==> config.mk <==
export PLATFORM = sky130hd
export DESIGN_NAME = eth_rx
export DESIGN_NICKNAME = d
export VERILOG_FILES = /design/src/rtl/eth_rx.sv
export SDC_FILE = /design/constraint.sdc
export NUM_CORES = 1
export LEC_CHECK = 0
export BUFFER_PORTS_ARGS = -buffer_cell sky130_fd_sc_hd__buf_4
export CAP_MARGIN = 20
export CORE_UTILIZATION = 40
export CTS_CLUSTER_SIZE = 14
export DETAILED_ROUTE_END_ITERATION = 7
export SYNTH_ARGS = -nofsm -noshare
export SYNTH_HDL_FRONTEND = slang
export SYNTH_SLANG_ARGS = --single-unit
==> constraint.sdc <==
create_clock -name clk -period 2.7 [get_ports clk]
set_clock_uncertainty 0.1 [all_clocks]
set_input_delay 0 -clock clk [delete_from_list [all_inputs] [get_ports clk]]
set_output_delay 0 -clock clk [all_outputs]
set_load 0.05 [all_outputs]
==> src/rtl/eth_rx.sv <==
// eth_rx: 10BASE-T receive front end; Manchester decode, SFD hunt, byte strobes, frame status.
// Optional CRC checker enabled by defining ETH_RX_CRC_EN; without it rx_crc_ok stays 0.
module eth_rx #(
    parameter int CLK_PER_BIT = 8,
    parameter int MAX_BYTES   = 1518,
    parameter int MIN_BYTES   = 64
) (
    input  logic        clk,
    input  logic        rst,
    input  logic        rx,
    output logic [7:0]  rx_data,
    output logic        rx_valid,
    output logic        rx_sof,
    output logic        rx_eof,
    output logic [10:0] rx_len,
    output logic        rx_crc_ok,
    output logic        rx_err
);
    localparam int SAT = 2 * CLK_PER_BIT;
    localparam int TW  = $clog2(SAT + 1);
    localparam logic [TW-1:0] T_SAT = TW'(SAT);
    localparam logic [TW-1:0] T_MID = TW'(3 * CLK_PER_BIT / 4);
    localparam logic [10:0] L_MAX = 11'(MAX_BYTES);
    localparam logic [10:0] L_MIN = 11'(MIN_BYTES);
    localparam logic [10:0] Q_END = 11'(SAT - 1);

    typedef enum logic [1:0] {QUIET, HUNT, DATA} state_t;

    state_t        state;
    logic [2:0]    sync;
    logic [TW-1:0] t;
    logic          chg, accept, loss, bv, dbit;
    logic [7:0]    sh, nsh;
    logic [2:0]    bc;
    logic [10:0]   cnt;
    logic          crc_ok_now, crc_bad;

    assign chg    = sync[1] ^ sync[2];
    assign accept = chg && (t >= T_MID);
    assign loss   = t == T_SAT;
    assign nsh    = {dbit, sh[7:1]};

    // synchronizer, time-since-accepted-edge timer and mid-bit decoder
    always_ff @(posedge clk or posedge rst)
        if (rst) begin
            sync <= '0;
            t    <= T_SAT;
            bv   <= 1'b0;
            dbit <= 1'b0;
        end else begin
            sync <= {sync[1:0], rx};
            t    <= accept ? TW'(1) : loss ? t : t + 1'b1;
            bv   <= accept;
            dbit <= sync[1];
        end

`ifdef ETH_RX_CRC_EN
    localparam logic [31:0] RESIDUE = 32'hC704DD7B;
    logic [31:0] crc, crc_nx;
    logic        ok, data_bit, byte_done, sfd_hit;

    assign data_bit   = (state == DATA) && bv && !loss;
    assign byte_done  = data_bit && (bc == 3'd7);
    assign sfd_hit    = (state == HUNT) && bv && (nsh == 8'hD5);
    assign crc_nx     = {crc[30:0], 1'b0} ^ ({32{dbit ^ crc[31]}} & 32'h04C11DB7);
    assign crc_ok_now = byte_done ? (crc_nx == RESIDUE) : ok;
    assign crc_bad    = ~crc_ok_now;

    // serial CRC over data bits; residue captured only at byte boundaries so dribble bits do not count
    always_ff @(posedge clk or posedge rst)
        if (rst) begin
            crc <= '1;
            ok  <= 1'b0;
        end else if (sfd_hit) begin
            crc <= '1;
            ok  <= 1'b0;
        end else if (data_bit) begin
            crc <= crc_nx;
            if (byte_done) ok <= crc_nx == RESIDUE;
        end
`else
    assign crc_ok_now = 1'b0;
    assign crc_bad    = 1'b0;
`endif

    // frame FSM: QUIET waits for an edge-free gap, HUNT looks for SFD, DATA emits bytes and status
    always_ff @(posedge clk or posedge rst)
        if (rst) begin
            state     <= QUIET;
            sh        <= '0;
            bc        <= '0;
            cnt       <= '0;
            rx_data   <= '0;
            rx_valid  <= 1'b0;
            rx_sof    <= 1'b0;
            rx_eof    <= 1'b0;
            rx_len    <= '0;
            rx_crc_ok <= 1'b0;
            rx_err    <= 1'b0;
        end else begin
            rx_valid <= 1'b0;
            rx_sof   <= 1'b0;
            rx_eof   <= 1'b0;
            case (state)
                QUIET: begin
                    cnt <= chg ? '0 : cnt + 11'd1;
                    if (!chg && cnt == Q_END) state <= HUNT;
                end
                HUNT: begin
                    if (bv) begin
                        sh <= nsh;
                        if (nsh == 8'hD5) begin
                            state <= DATA;
                            bc    <= '0;
                            cnt   <= '0;
                        end
                    end
                end
                DATA: begin
                    if (loss) begin
                        rx_eof    <= 1'b1;
                        rx_len    <= cnt;
                        rx_crc_ok <= crc_ok_now;
                        rx_err    <= (cnt < L_MIN) || crc_bad;
                        state     <= HUNT;
                    end else if (bv) begin
                        sh <= nsh;
                        bc <= bc + 3'd1;
                        if (bc == 3'd7) begin
                            if (cnt == L_MAX) begin
                                rx_eof    <= 1'b1;
                                rx_len    <= cnt + 11'd1;
                                rx_crc_ok <= crc_ok_now;
                                rx_err    <= 1'b1;
                                cnt       <= '0;
                                state     <= QUIET;
                            end else begin
                                rx_valid <= 1'b1;
                                rx_data  <= nsh;
                                rx_sof   <= cnt == '0;
                                cnt      <= cnt + 11'd1;
                            end
                        end
                    end
                end
                default: state <= QUIET;
            endcase
        end
endmodule

After elaboration in Yosys (flattened, before gate mapping)
Cells that the tools add are included.
W data, S select, Z words.
Cells by class
  mux-type cells: 53
  reductions and logical operators: 16
  equality and inequality tests: 17
  bitwise operators: 3
  $add $sub $neg: 3
  $lt $le $gt $ge: 2
Operators with widths (count)
  $mux W11: 11
  $pmux W11 S3: 1
  $mux W1: 23
  $mux W8: 2
  $pmux W8 S2: 1
  $mux W2: 7
  $ne A2 B2 Y1 const B: 7
  $mux W3: 4
  $reduce_and A6 Y1: 2
  $add A11 B1 Y11 const B: 1
  $eq A11 B11 Y1 const B: 1
  $eq A11 B4 Y1 const B: 1
  $logic_not A11 Y1: 1
  $lt A11 B7 Y1 const B: 1
  $mux W5: 2
  $reduce_and A5 Y1: 2
  $ne A3 B3 Y1 const B: 3
  $eq A8 B8 Y1 const B: 1
  $reduce_bool A2 Y1: 4
  $pmux W2 S3: 1
  $pmux W3 S2: 1
  $add A5 B1 Y5 const B: 1
  $eq A5 B5 Y1 const B: 1
  $ge A5 B3 Y1 const B: 1
  other kinds (12): 14
Word-level totals
  bits in registers: 58
  input port bits: 3
  output and inout port bits: 24

Depth between registers and ports, before layout
Gate-level depths: netlist (run 1).
  depth in word-level cells: 6
  mapped depth: 8
  mapped depth without buffers: 6

Least setup slack after synthesis (run 1)
OpenSTA, ideal clock, no wires.
  path kind: register to register
  from: register state[0]
  to: register rx_data[0]
  setup slack: 589 ps
  arrival: 1886 ps
  path buffers: 1
  cell stages (with the launch flop): 7
  required time: 2475 ps
  period minus slack after synthesis: 2111 ps
  path through: dfrtp_1 -> inv_1 -> ha_1 -> clkbuf_1 -> nand2_1 -> nor3_2 -> mux2_2
On the way
  word-level cells in the longest chain between the ends: 2
Ends and longest elaborated chain
  start, declared: line 29  | state_t state;
  start signal, assigned: line 89  | state <= QUIET;
  start signal, assigned: line 107  | if (!chg && cnt == Q_END) state <= HUNT;
  start signal, assigned: line 113  | state <= DATA;
  $eq A2 B2 Y1: line 104  | case (state)
  $reduce_and A5 Y1 (no source line)
  end signal, assigned: line 139  | rx_data <= nsh;
  end, declared: line 11  | output logic [7:0] rx_data,
No other way between the ends.
A chain may end at the register's enable or synchronous reset.

Worst setup path in the final report (run 1)
  from: register sh[2]
  to: register cnt[8]
On the way
  word-level cells in the longest chain between the ends: 3
Ends and longest elaborated chain
  start, declared: line 33  | logic [7:0] sh, nsh;
  start signal, assigned: line 111  | sh <= nsh;
  start signal, assigned: line 127  | sh <= nsh;
  $eq A8 B8 Y1: line 112  | if (nsh == 8'hD5) begin
  $ne A2 B2 Y1 (no source line)
  $reduce_and A6 Y1 (no source line)
  end signal, assigned: line 106  | cnt <= chg ? '0 : cnt + 11'd1;
  end signal, assigned: line 141  | cnt <= cnt + 11'd1;
  end, declared: line 35  | logic [10:0] cnt;
No other way between the ends.

==> results of run 1 <==
==> flip-flops by register name, indices dropped and copies added (netlist names) <==
name      count
cnt          11
rx_len       11
rx_data       8
sh            7
t             5
bc            3
state         2
sync          2
bv            1
dbit          1
rx_eof        1
rx_err        1
rx_sof        1
rx_valid      1
==> final cells by class <==
cell class	instances	area share
multi-input combinational	175	0.410
timing repair buffer	41	0.0932
clock buffer	5	0.0205
clock inverter	3	0.0130
inverter	15	0.0168
sequential	55	0.411
tap	96	0.0358
==> metrics by stage <==
step	utilization	instance area, sq um	setup WS (ns)	total power, mW
2_1_floorplan	-	2870	0.589	1.61
3_3_place_gp	0.468	3220	0.449	1.82
3_5_place_dp	0.468	3220	0.398	1.84
4_1_cts	0.487	3350	0.400	2.40
5_1_grt	0.489	3360	0.304	2.56
6_report	0.489	3360	0.397	2.40
==> worst max path at each step <==
stage,startpoint,endpoint,cells after the start,slack [ns]
floorplan,state[0],rx_data[0],6,0.59
global placement,sh[2],cnt[4],4,0.45
detailed placement,state[0],cnt[5],5,0.40
CTS,state[0],cnt[2],5,0.40
global route,state[0],bc[0],6,0.30
finish,sh[2],cnt[8],4,0.40
==> power groups by stage <==
stage | Clock, mW | Combinational (mW) | Sequential (mW)
2_1_floorplan | 0 | 0.557 | 1.05
3_3_place_gp | 0 | 0.754 | 1.07
3_5_place_dp | 0 | 0.769 | 1.07
4_1_cts | 0.567 | 0.776 | 1.06
5_1_grt | 0.593 | 0.888 | 1.08
6_report | 0.545 | 0.795 | 1.06
==> metal layers <==
| layer | share of wire | wire length, microns | vias up | track usage |
|---|---|---|---|---|
| met3 | 0.059 | 361 | 9 | 0.0305 |
| met2 | 0.46 | 2820 | 73 | 0.289 |
| met1 | 0.46 | 2840 | 1018 | 0.247 |
| met4 | 0.015 | 89 | 0 | 0.0470 |
| li1 | - | - | 1019 | - |
| met5 | 0 | 0 | - | 0 |
==> worst max-delay path: cells and delay by family (launching register included) <==
| family | cells | cell delay [ns] |
|---|---|---|
| AND/OR/NAND/NOR | 2 | 1.07 |
| AO/OA/AOI/OAI | 2 | 0.55 |
| flip-flops | 1 | 0.42 |
==> cells by family (layout without fill, tap and decap cells) <==
family                     Yosys count  in the layout
AOI/OAI and AO/OA                   52             52
xor gates and xnor gates            12             12
muxes                               30             30
and+or+nand+nor                     67             67
DFF                                 55             55
adders and majority gates           13             13
buffers and inverters               28             64
other                                1              1
==> placed cells by master, fill, tap and decap left out, drive strengths merged, types with 2 or more instances in the layout <==
| master | instances |
|---|---|
| dfrtp | 54 |
| buf | 39 |
| mux2 | 28 |
| nand2 | 15 |
| inv | 15 |
| nor2 | 13 |
| o21ai | 13 |
| ha | 13 |
| o211ai | 11 |
| nand3 | 9 |
| xnor2 | 8 |
| o2111ai | 8 |
| nor3 | 8 |
| nor4 | 5 |
| o221ai | 5 |
| clkbuf | 5 |
| xor2 | 4 |
| a21oi | 4 |
| nand4 | 3 |
| o21a | 3 |
| nand4bb | 2 |
| a21o | 2 |
| o31a | 2 |
| nor2b | 2 |
| and4 | 2 |
| mux2i | 2 |
| dlygate4sd3 | 2 |
| clkinv | 2 |
==> results.md, run 1 <==
- Outcome: complete, no violations
- Sequential area share after synthesis: 0.480
- Cell count after synthesis: ~260
- Critical path type: flop to flop
- Largest family of logic cells by synthesized area: compound AO/OA/AOI/OAI gates
- Largest net degree at the start of global routing: 29
- Synth area leaders: dfrtp_1 47%, mux2_2 10%, ha_1 5.7%, o211ai_1 2.9%, o2111ai_1 2.4%
- Synth top cells by count: 54 x dfrtp_1, 26 x mux2_2, 15 x inv_1, 15 x nand2_1
- EDFF count, synth: 0
- Syn-to-layout area delta: 16.9%
- DRC: 0
- Dpl cells: ~380
- DRT iter0 DRCs: 173
- Mux contribution to synthesized area: 0.117
- CP Launch Type: flop
- Final WL: 6120 microns
- Static leakage: 1.54 nW
- DR vias/cell: 5.43
- RD Place Congestion: 0.861
- Compound-Gate Fraction of Synth Area: 0.138
- Initial antenna violation count: 0
- Yosys warns: 0
- Gate power share: 0.332
- Grt ovf: 0
- Post-cts resize count: 0
- Worst path arrival time: approximately 2.4 ns
- Number of global-route vias before repair: between 2000 and 2500
- Synth Cell Area: 0.00287 sq mm
- Worst skew pair latency: 0.31 ns
- Worst R2R Start: sh[2]
- Simple-gate share of the synthesized area: 0.128
- Clock Sinks: 55
- Register Area: roughly 0.0014 sq mm
- FILL cells: 657
- Setup bufs post-CTS: 0
- Clock Path Buffers: 2
- Syn Nets: 274
- Cell Chain, Critical Path: or4bb_1 -> o31a_1 -> nor2_1 -> o211ai_1
- Flop pwr share: 0.441
- Htree depth: 2
- Chip Height: 86.7 microns
- Max Cap Viol: 0
- Top_reg_cell synth: dfrtp_1
- Worst setup EP type: flop
- Rows: 30
- Final period utilization: 0.853
- First-pass GRT wire length: 10400 microns
- Final Non-Filler Cells: a little under 400
- Core area: ~0.007 sq mm
- Initial core utilization: 0.418
- CTS tree: built
- Setup_tns: 0 ns
- Cell Pwr Density: 714 mW/mm^2
- Max Clk Rate: 434 MHz
- CP max-delay cell: or4bb_1
- Reg-to-reg endpoint: cnt[8]
- Nets: slightly above 300
- Final hold violations: 0
- Int Power: 1.53 mW
- WL/cell: 15.7 microns
- Detailed Place HPWL: 4290 microns
- I/O Buffers: 25
- Layout cell share with drive strength beyond 1: 0.276
- Antenna cells: 0
- Highest fanout seen on the critical path: 6
- Vias: 2119
- Critical Path RT: between 2 and 3 ns
- Fin Hold WS: 0.00518 ns
- Cell taking the most area after synthesis: dfrtp_1
- Reg2Reg Depth: 4
- Switching Fraction: 0.363
- RSZ-0062 raised after global routing: no
- Cell variety after synth: 47
- Ys async rst share: 1.00
- Post-route antenna net violation count: 0
- Syn_area_per_cell: 11.1 sq um
- Yosys reg bits: 55
- Global-route usage over all layers: 0.178
- Peak supply drop: roughly 0.36 mV
- Worst Max-Slew Pin Slew: around 0.56 ns
- Tmin final: 2.30 ns
- Die area: 0.00752 sq mm
- Clk Tree Root Cell: clkbuf_8
- Hold Path Class: input port to asynchronous set/reset pin
- CP peak stage delay: 0.59 ns
- Post-Synth XOR/XNOR Area: 0.0366
- Fin. max-slew vios: 0
- Die X: between 80 and 90 microns
- Area occupied by multi-input gates: ~0.0014 sq mm
- Worst reg2reg setup slack: between 0.3 and 0.4 ns
- IO Pins: 27
- Yosys top cell area share: 0.471
- Total iterations of the first detailed-routing run: 4
- CTS Buf Count: 5
- Post-synthesis adder-cell area fraction: 0.0567
- Most frequent cell after synthesis: dfrtp_1
- Worst rel slew slack: 0.627
- Clock group share of total power: 0.227
- Hold_buf cts: 2
- Clock slew at reported path FFs: ~0.1 ns
- # setup viols final: 0
- Sw power: 0.870 mW
Power figures use the tool's default switching activity.
==> run 2, diff against run 1 <==
==> constraint.sdc (replaced) <==
create_clock -name clk -period 2.7 [get_ports clk]
set_clock_uncertainty 0.1 [all_clocks]
set_input_delay 0.27 -clock clk [delete_from_list [all_inputs] [get_ports clk]]
set_output_delay 0.27 -clock clk [all_outputs]
set_load 0.05 [all_outputs]
==> run 2 against run 1 <==
Sequential share of layout area decreased by 0.21 points. Sequential power barely moved. Core utilization is 0.25 points higher. Count of clock-buffer cells in the layout grew 1. Worst hold slack better by 0.26 ns. Cell count shrank 0.51%. Via count shrank 1.7%. Global-route usage down 0.072 points. Fmax fell by 0.91%. Clock power is 17% higher. Routed wire length decreased by 3.4%. Flip-flop and latch count unchanged. Largest cell class unchanged. Largest power group unchanged.
==> results.md, run 2 (synthesized netlist as in run 1, its figures left out) <==
- Number of global-route vias before repair: 2029 (-1.3%)
- Commonest non-fill, non-tap cell in the layout: dfrtp_1
- Worst skew pair latency: 0.31 ns (about the same)
- Power after layout: 2.47 mW (+3.2%)
- Critical Path RT: 2.82 ns (+0.06 ns)
- Final WL: 5910 microns (-3.4%)
- Cell Chain, Critical Path: inv_1 -> ha_1 -> nor2_1 -> o211ai_1 -> o221ai_1
- First-pass GRT wire length: 10300 microns (-0.73%)
- Reg2Reg Depth: 5 (+1)
- Reg-to-reg endpoint: cnt[5]
- Die area: 0.00752 sq mm (unchanged)
- RSZ-0062 raised after global routing: no
- Layout cell share with drive strength beyond 1: 0.267 (-0.00839)
- Final Non-Filler Cells: 388 (-0.51%)
- Hold EP: sync[1]
- Fin Hold WS: 0.262 ns (+0.256 ns)
- DR vias/cell: 5.37 (-1.2%)
- Clock Path Buffers: 2 (unchanged)
- IO Pins: 27 (unchanged)
- Global-route usage over all layers: 0.177 (-0.000724)
- Chip Height: 86.7 microns (unchanged)
- Regs by FF count: cnt (11), rx_len (11), rx_data (8)
- Max Cap Viol: 0 (unchanged)
- Worst reg2reg setup slack: 0.38 ns (-0.02 ns)
- Hold Crit Depth: 0
- Initial core utilization: 0.418 (unchanged)
- DRC: 0 (unchanged)
- Rows: 30 (unchanged)
- # setup viols final: 0 (unchanged)
- Post-cts resize count: 0 (unchanged)
- Final WS setup: 0.376 ns (-0.0212 ns)
- Tmin final: 2.32 ns (+0.0212 ns)
- WL/cell: 15.2 microns (-2.9%)
- Worst rel slew slack: 0.284 (-0.343)
- Final hold violations: 0 (unchanged)
- Most frequent cells in the layout: 54 x dfrtp_1, 36 x buf_4, 26 x mux2_2
- Total iterations of the first detailed-routing run: 4 (unchanged)
- Antenna cells: 0 (unchanged)
- Core area: 0.00687 sq mm (unchanged)
- CP Launch Type: flop
- CTS Buf Count: 5 (unchanged)
- Setup_tns: 0 ns (unchanged)
- Detailed Place HPWL: 4120 microns (-4.1%)
- Grt ovf: 0 (unchanged)
- FILL cells: 640 (-2.6%)
- HP Start: sync[0]
- Final period utilization: 0.861 (+0.00786)
- Vias: 2083 (-1.7%)
- Fin. max-slew vios: 0 (unchanged)
- CP peak stage delay: 0.83 ns (+0.24 ns)
- Critical path type: flop to flop
- Dpl cells: 378 (-0.26%)
- Setup WS pre-CTS: 0.416 ns (+0.0185 ns)
- Worst Max-Slew Pin Slew: 1.07 ns (+0.513 ns)
- Hold Path Class: flop to flop
- Worst path arrival time: 2.45 ns (+0.09 ns)
- Worst setup EP type: flop
- Cell Pwr Density: 733 mW/mm^2 (+2.6%)
- Nets: 307 (-0.65%)
- Clock Sinks: 55 (unchanged)
- DRT iter0 DRCs: 112 (-35%)
- CP max-delay cell: nor2_1
- Post-route antenna net violation count: 0 (unchanged)
- Clock slew at reported path FFs: 0.10 ns (about the same)
- Peak supply drop: 0.329 mV (-7.5%)
- Largest net degree at the start of global routing: 31 (+6.9%)
- I/O Buffers: 25 (unchanged)
- Htree depth: 2 (unchanged)
- Die X: 86.7 microns (unchanged)
- Clk Tree Root Cell: clkbuf_8
- RD Place Congestion: 0.853 (-1.0%)
- CTS tree: built
- Highest fanout seen on the critical path: 18 (+12)
- Max Clk Rate: 430 MHz (-0.91%)
- Worst R2R Start: state[0]
- Initial antenna violation count: 0 (unchanged)
- Outcome: complete, no violations
- Syn-to-layout area delta: 17.5%
- Static leakage: 1.54 nW (+0.13%)
-- run 2: changes by cell type in the layout (fill, tap and decap cells not counted), sizes merged --
cell / delta
bufinv: +1
buf: -2
clkinv: -2
clkbuf: +1
-- run 2: layer usage --
metal / vias to the layer above / share of wire / track usage
met5: - / 0 / 0
li1: 1011 / - / -
met3: 8 / 0.041 / 0.0362
met2: 47 / 0.47 / 0.273
met1: 1017 / 0.48 / 0.248
met4: 0 / 0.014 / 0.0621
-- run 2: worst max-delay path: cells and delay by family, from the launching register on --
family	cells	cell delay [ns]
buffers and inverters	1	0.08
and+or+nand+nor	1	0.83
AOI/OAI and AO/OA	2	0.49
DFF	1	0.42
adders and majority gates	1	0.32
-- run 2: layout make-up --
| class | instances | area [sq um] | area share |
|---|---|---|---|
| well taps | 96 | 120 | 0.0356 |
| clock buffers | 6 | 72.6 | 0.0215 |
| inverters | 15 | 56.3 | 0.0167 |
| repair buffers | 39 | 310 | 0.0920 |
| flip-flops and latches | 55 | 1380 | 0.408 |
| clock inverters | 2 | 60.1 | 0.0178 |
| multi-input cells | 175 | 1380 | 0.408 |
-- run 2: worst max path at each step --
stage	start	to	slack, ns
3_3_place_gp	state[0]	bc[0]	0.45
5_1_grt	state[0]	cnt[2]	0.15
2_1_floorplan	state[0]	rx_data[0]	0.59
3_5_place_dp	state[0]	cnt[2]	0.42
6_report	state[0]	cnt[5]	0.38
4_1_cts	state[0]	bc[0]	0.40
-- run 2: timing repair --
item | 4_1_cts | 5_1_grt
hold buffers | 2 | 0
setup buffers | 0 | 0
endpoints found under the hold margin | 26 | 0
endpoints found under the setup margin | 0 | 0
-- run 2: report_power, final --
group | switching [mW] | internal [mW]
Sequential | 0.118 | 0.935
Clock | 0.268 | 0.371
Combinational | 0.474 | 0.306
Total | 0.860 | 1.61
-- run 2: per-stage QoR --
stage | utilization | instance area [sq um]
detailed placement | 0.469 | 3220
floorplan | - | 2870
finish | 0.491 | 3370
global route | 0.491 | 3370
CTS | 0.491 | 3370
global placement | 0.469 | 3220
==> run 3, diff against run 2 <==
--- a/config.mk
+++ b/config.mk
@@ -5,11 +5,13 @@
 export SDC_FILE = /design/constraint.sdc
 export NUM_CORES = 1
 export LEC_CHECK = 0
+export ABC_CLOCK_PERIOD_IN_PS = 2700
 export BUFFER_PORTS_ARGS = -buffer_cell sky130_fd_sc_hd__buf_4
 export CAP_MARGIN = 20
 export CORE_UTILIZATION = 40
 export CTS_CLUSTER_SIZE = 14
 export DETAILED_ROUTE_END_ITERATION = 7
+export REMOVE_ABC_BUFFERS = 1
 export SYNTH_ARGS = -nofsm -noshare
 export SYNTH_HDL_FRONTEND = slang
 export SYNTH_SLANG_ARGS = --single-unit
==> run 3 against run 2 <==
Setup slack better by 0.12 ns. Routed wire length down 2.9%. Register-to-register slack better by 0.12 ns. Largest power group unchanged. Highest routed layer unchanged.
==> results.md, run 3 (synthesized netlist as in run 1, its figures left out) <==
- WL/cell: 15.0 microns (-1.7%)
- Clock Sinks: 55 (unchanged)
- Highest fanout seen on the critical path: 13 (-5)
- Total iterations of the first detailed-routing run: 4 (unchanged)
- Nets: 302 (-1.6%)
- Outcome: complete, no violations
- Worst setup startpoint: cnt[0]
- Placed inst area: 0.00318 sq mm (-1.3%)
- Post-cts resize count: 0 (unchanged)
- CP peak stage delay: 0.51 ns (-0.32 ns)
- Most frequent cells in the layout: 54 x dfrtp_1, 33 x buf_4, 26 x mux2_2
- Die area: 0.00752 sq mm (unchanged)
- Crit path buf inv count: 2 (+1)
- Vias: 2051 (-1.5%)
- Max Clk Rate: 453 MHz (+5.4%)
- Worst Max-Slew Pin Slew: 0.693 ns (-0.377 ns)
- Cell Pwr Density: 724 mW/mm^2 (-1.2%)
- Number of global-route vias before repair: 2034 (+0.25%)
- # setup viols final: 0 (unchanged)
- Largest net degree at the start of global routing: 56 (+81%)
- Commonest non-fill, non-tap cell in the layout: dfrtp_1
- Rows: 30 (unchanged)
- Hold Path Class: input port to asynchronous set/reset pin
- Peak supply drop: 0.301 mV (-8.5%)
- Util after Layout: 0.481 (-0.0100)
- WP depth: 7 (+2)
- Setup_tns: 0 ns (unchanged)
- CTS tree: built
- Final WL: 5740 microns (-2.9%)
- Worst setup EP type: flop
- Regs by FF count: cnt (11), rx_len (11), rx_data (8)
- Grt ovf: 0 (unchanged)
- Critical Path RT: 2.79 ns (-0.03 ns)
- Tmin final: 2.21 ns (-0.119 ns)
- Final Non-Filler Cells: 383 (-1.3%)
- Setup bufs post-CTS: 0 (unchanged)
- CP max-delay cell: o311a_1
- Core area: 0.00687 sq mm (unchanged)
- Chip Height: 86.7 microns (unchanged)
- Worst skew pair latency: 0.32 ns (about the same)
- CP Launch Type: flop
- RSZ-0062 raised after global routing: no
- Htree depth: 2 (unchanged)
- Cell Chain, Critical Path: inv_1 -> ha_1 -> nand4bb_1 -> o311a_1 -> buf_4 -> o211ai_1 -> o221ai_1
- Fin Hold WS: 0.0416 ns (-0.220 ns)
- Clock slew at reported path FFs: 0.10 ns (about the same)
- Post-route cell area: 0.00330 sq mm (-2.0%)
- Final period utilization: 0.817 (-0.0440)
- I/O Buffers: 25 (unchanged)
- Critical path type: flop to flop
- Hold_buf cts: 1 (-1)
- Detailed Place HPWL: 3880 microns (-5.6%)
- Die X: 86.7 microns (unchanged)
- CTS Buf Count: 5 (unchanged)
- Worst R2R Start: cnt[0]
- DRC: 0 (unchanged)
- Clock Path Buffers: 2 (unchanged)
- Post-route antenna net violation count: 0 (unchanged)
- Final hold violations: 0 (unchanged)
- Worst reg2reg setup slack: 0.49 ns (+0.12 ns)
- Layout cell share with drive strength beyond 1: 0.261 (-0.00580)
- RD Place Congestion: 0.847 (-0.63%)
- Worst setup endpoint: cnt[5]
- Static leakage: 1.51 nW (-2.2%)
- Power after layout: 2.39 mW (-3.3%)
- Initial core utilization: 0.418 (unchanged)
- Setup WS pre-CTS: 0.512 ns (+0.0952 ns)
- DRT iter0 DRCs: 156 (+39%)
- Global-route usage over all layers: 0.169 (-0.00813)
- CP top delay family: compound AO/OA/AOI/OAI gates
- Initial antenna violation count: 0 (unchanged)
- Clk Tree Root Cell: clkbuf_8
- Final WS setup: 0.495 ns (+0.119 ns)
- First-pass GRT wire length: 9830 microns (-4.4%)
- Antenna cells: 0 (unchanged)
- Worst rel slew slack: 0.538 (+0.254)
- Max Cap Viol: 0 (unchanged)
- DR vias/cell: 5.36 (-0.25%)
- Worst path arrival time: 2.29 ns (-0.16 ns)
- Reg-to-reg endpoint: cnt[5]
- Syn-to-layout area delta: 15.1%
- Reg2Reg Depth: 7 (+2)
- Fin. max-slew vios: 0 (unchanged)
- IO Pins: 27 (unchanged)
- Dpl cells: 374 (-1.1%)
==> run 3: changes by cell type in the layout (fill, tap and decap cells not counted) <==
cell           previous run  this run
buf_4                    36        33
buf_12                    1         0
bufinv_16                 2         1
clkbuf_1                  1         0
clkinv_4                  0         1
dlygate4sd3_1             2         1
inv_6                     0         1
==> run 3: final cells by class <==
type                       instances  area [sq um]
clock buffer                       5          68.8
clock inverter                     3          47.5
fill                             646          3560
inverter                          15          56.3
multi-input combinational        175          1380
sequential                        55          1380
tap                               96           120
timing repair buffer              34           258
==> run 3: worst min-delay path by stage <==
stage	slack, ns	cells after the start	start	endpoint
3_5_place_dp	0.24	0	sync[0]	sync[1]
2_1_floorplan	0.20	0	rx	sync[0]
3_3_place_gp	0.24	0	sync[0]	sync[1]
5_1_grt	0.11	3	rst	rx_data[0]
4_1_cts	0.07	3	rst	state[1]
6_report	0.04	3	rst	rx_eof
==> run 3: report_power, final <==
| part | leakage (nW) | switching (mW) | total (mW) | internal [mW] |
|---|---|---|---|---|
| Sequential | 0.741 | 0.125 | 1.06 | 0.935 |
| Combinational | 0.706 | 0.460 | 0.765 | 0.304 |
| Clock | 0.0587 | 0.285 | 0.567 | 0.282 |
| Total | 1.51 | 0.871 | 2.39 | 1.52 |
==> run 3: routing by layer <==
layer / up-vias / wire, microns / GRT usage
li1: 996 / - / -
met1: 998 / 2900 / 0.240
met2: 46 / 2520 / 0.251
met3: 11 / 196 / 0.0295
met4: 0 / 124 / 0.0788
met5: - / 0 / 0
==> run 3: tightest hold or removal path, delay by kind of cell <==
family   cells  cell delay [ns]
buf+inv      3             0.69
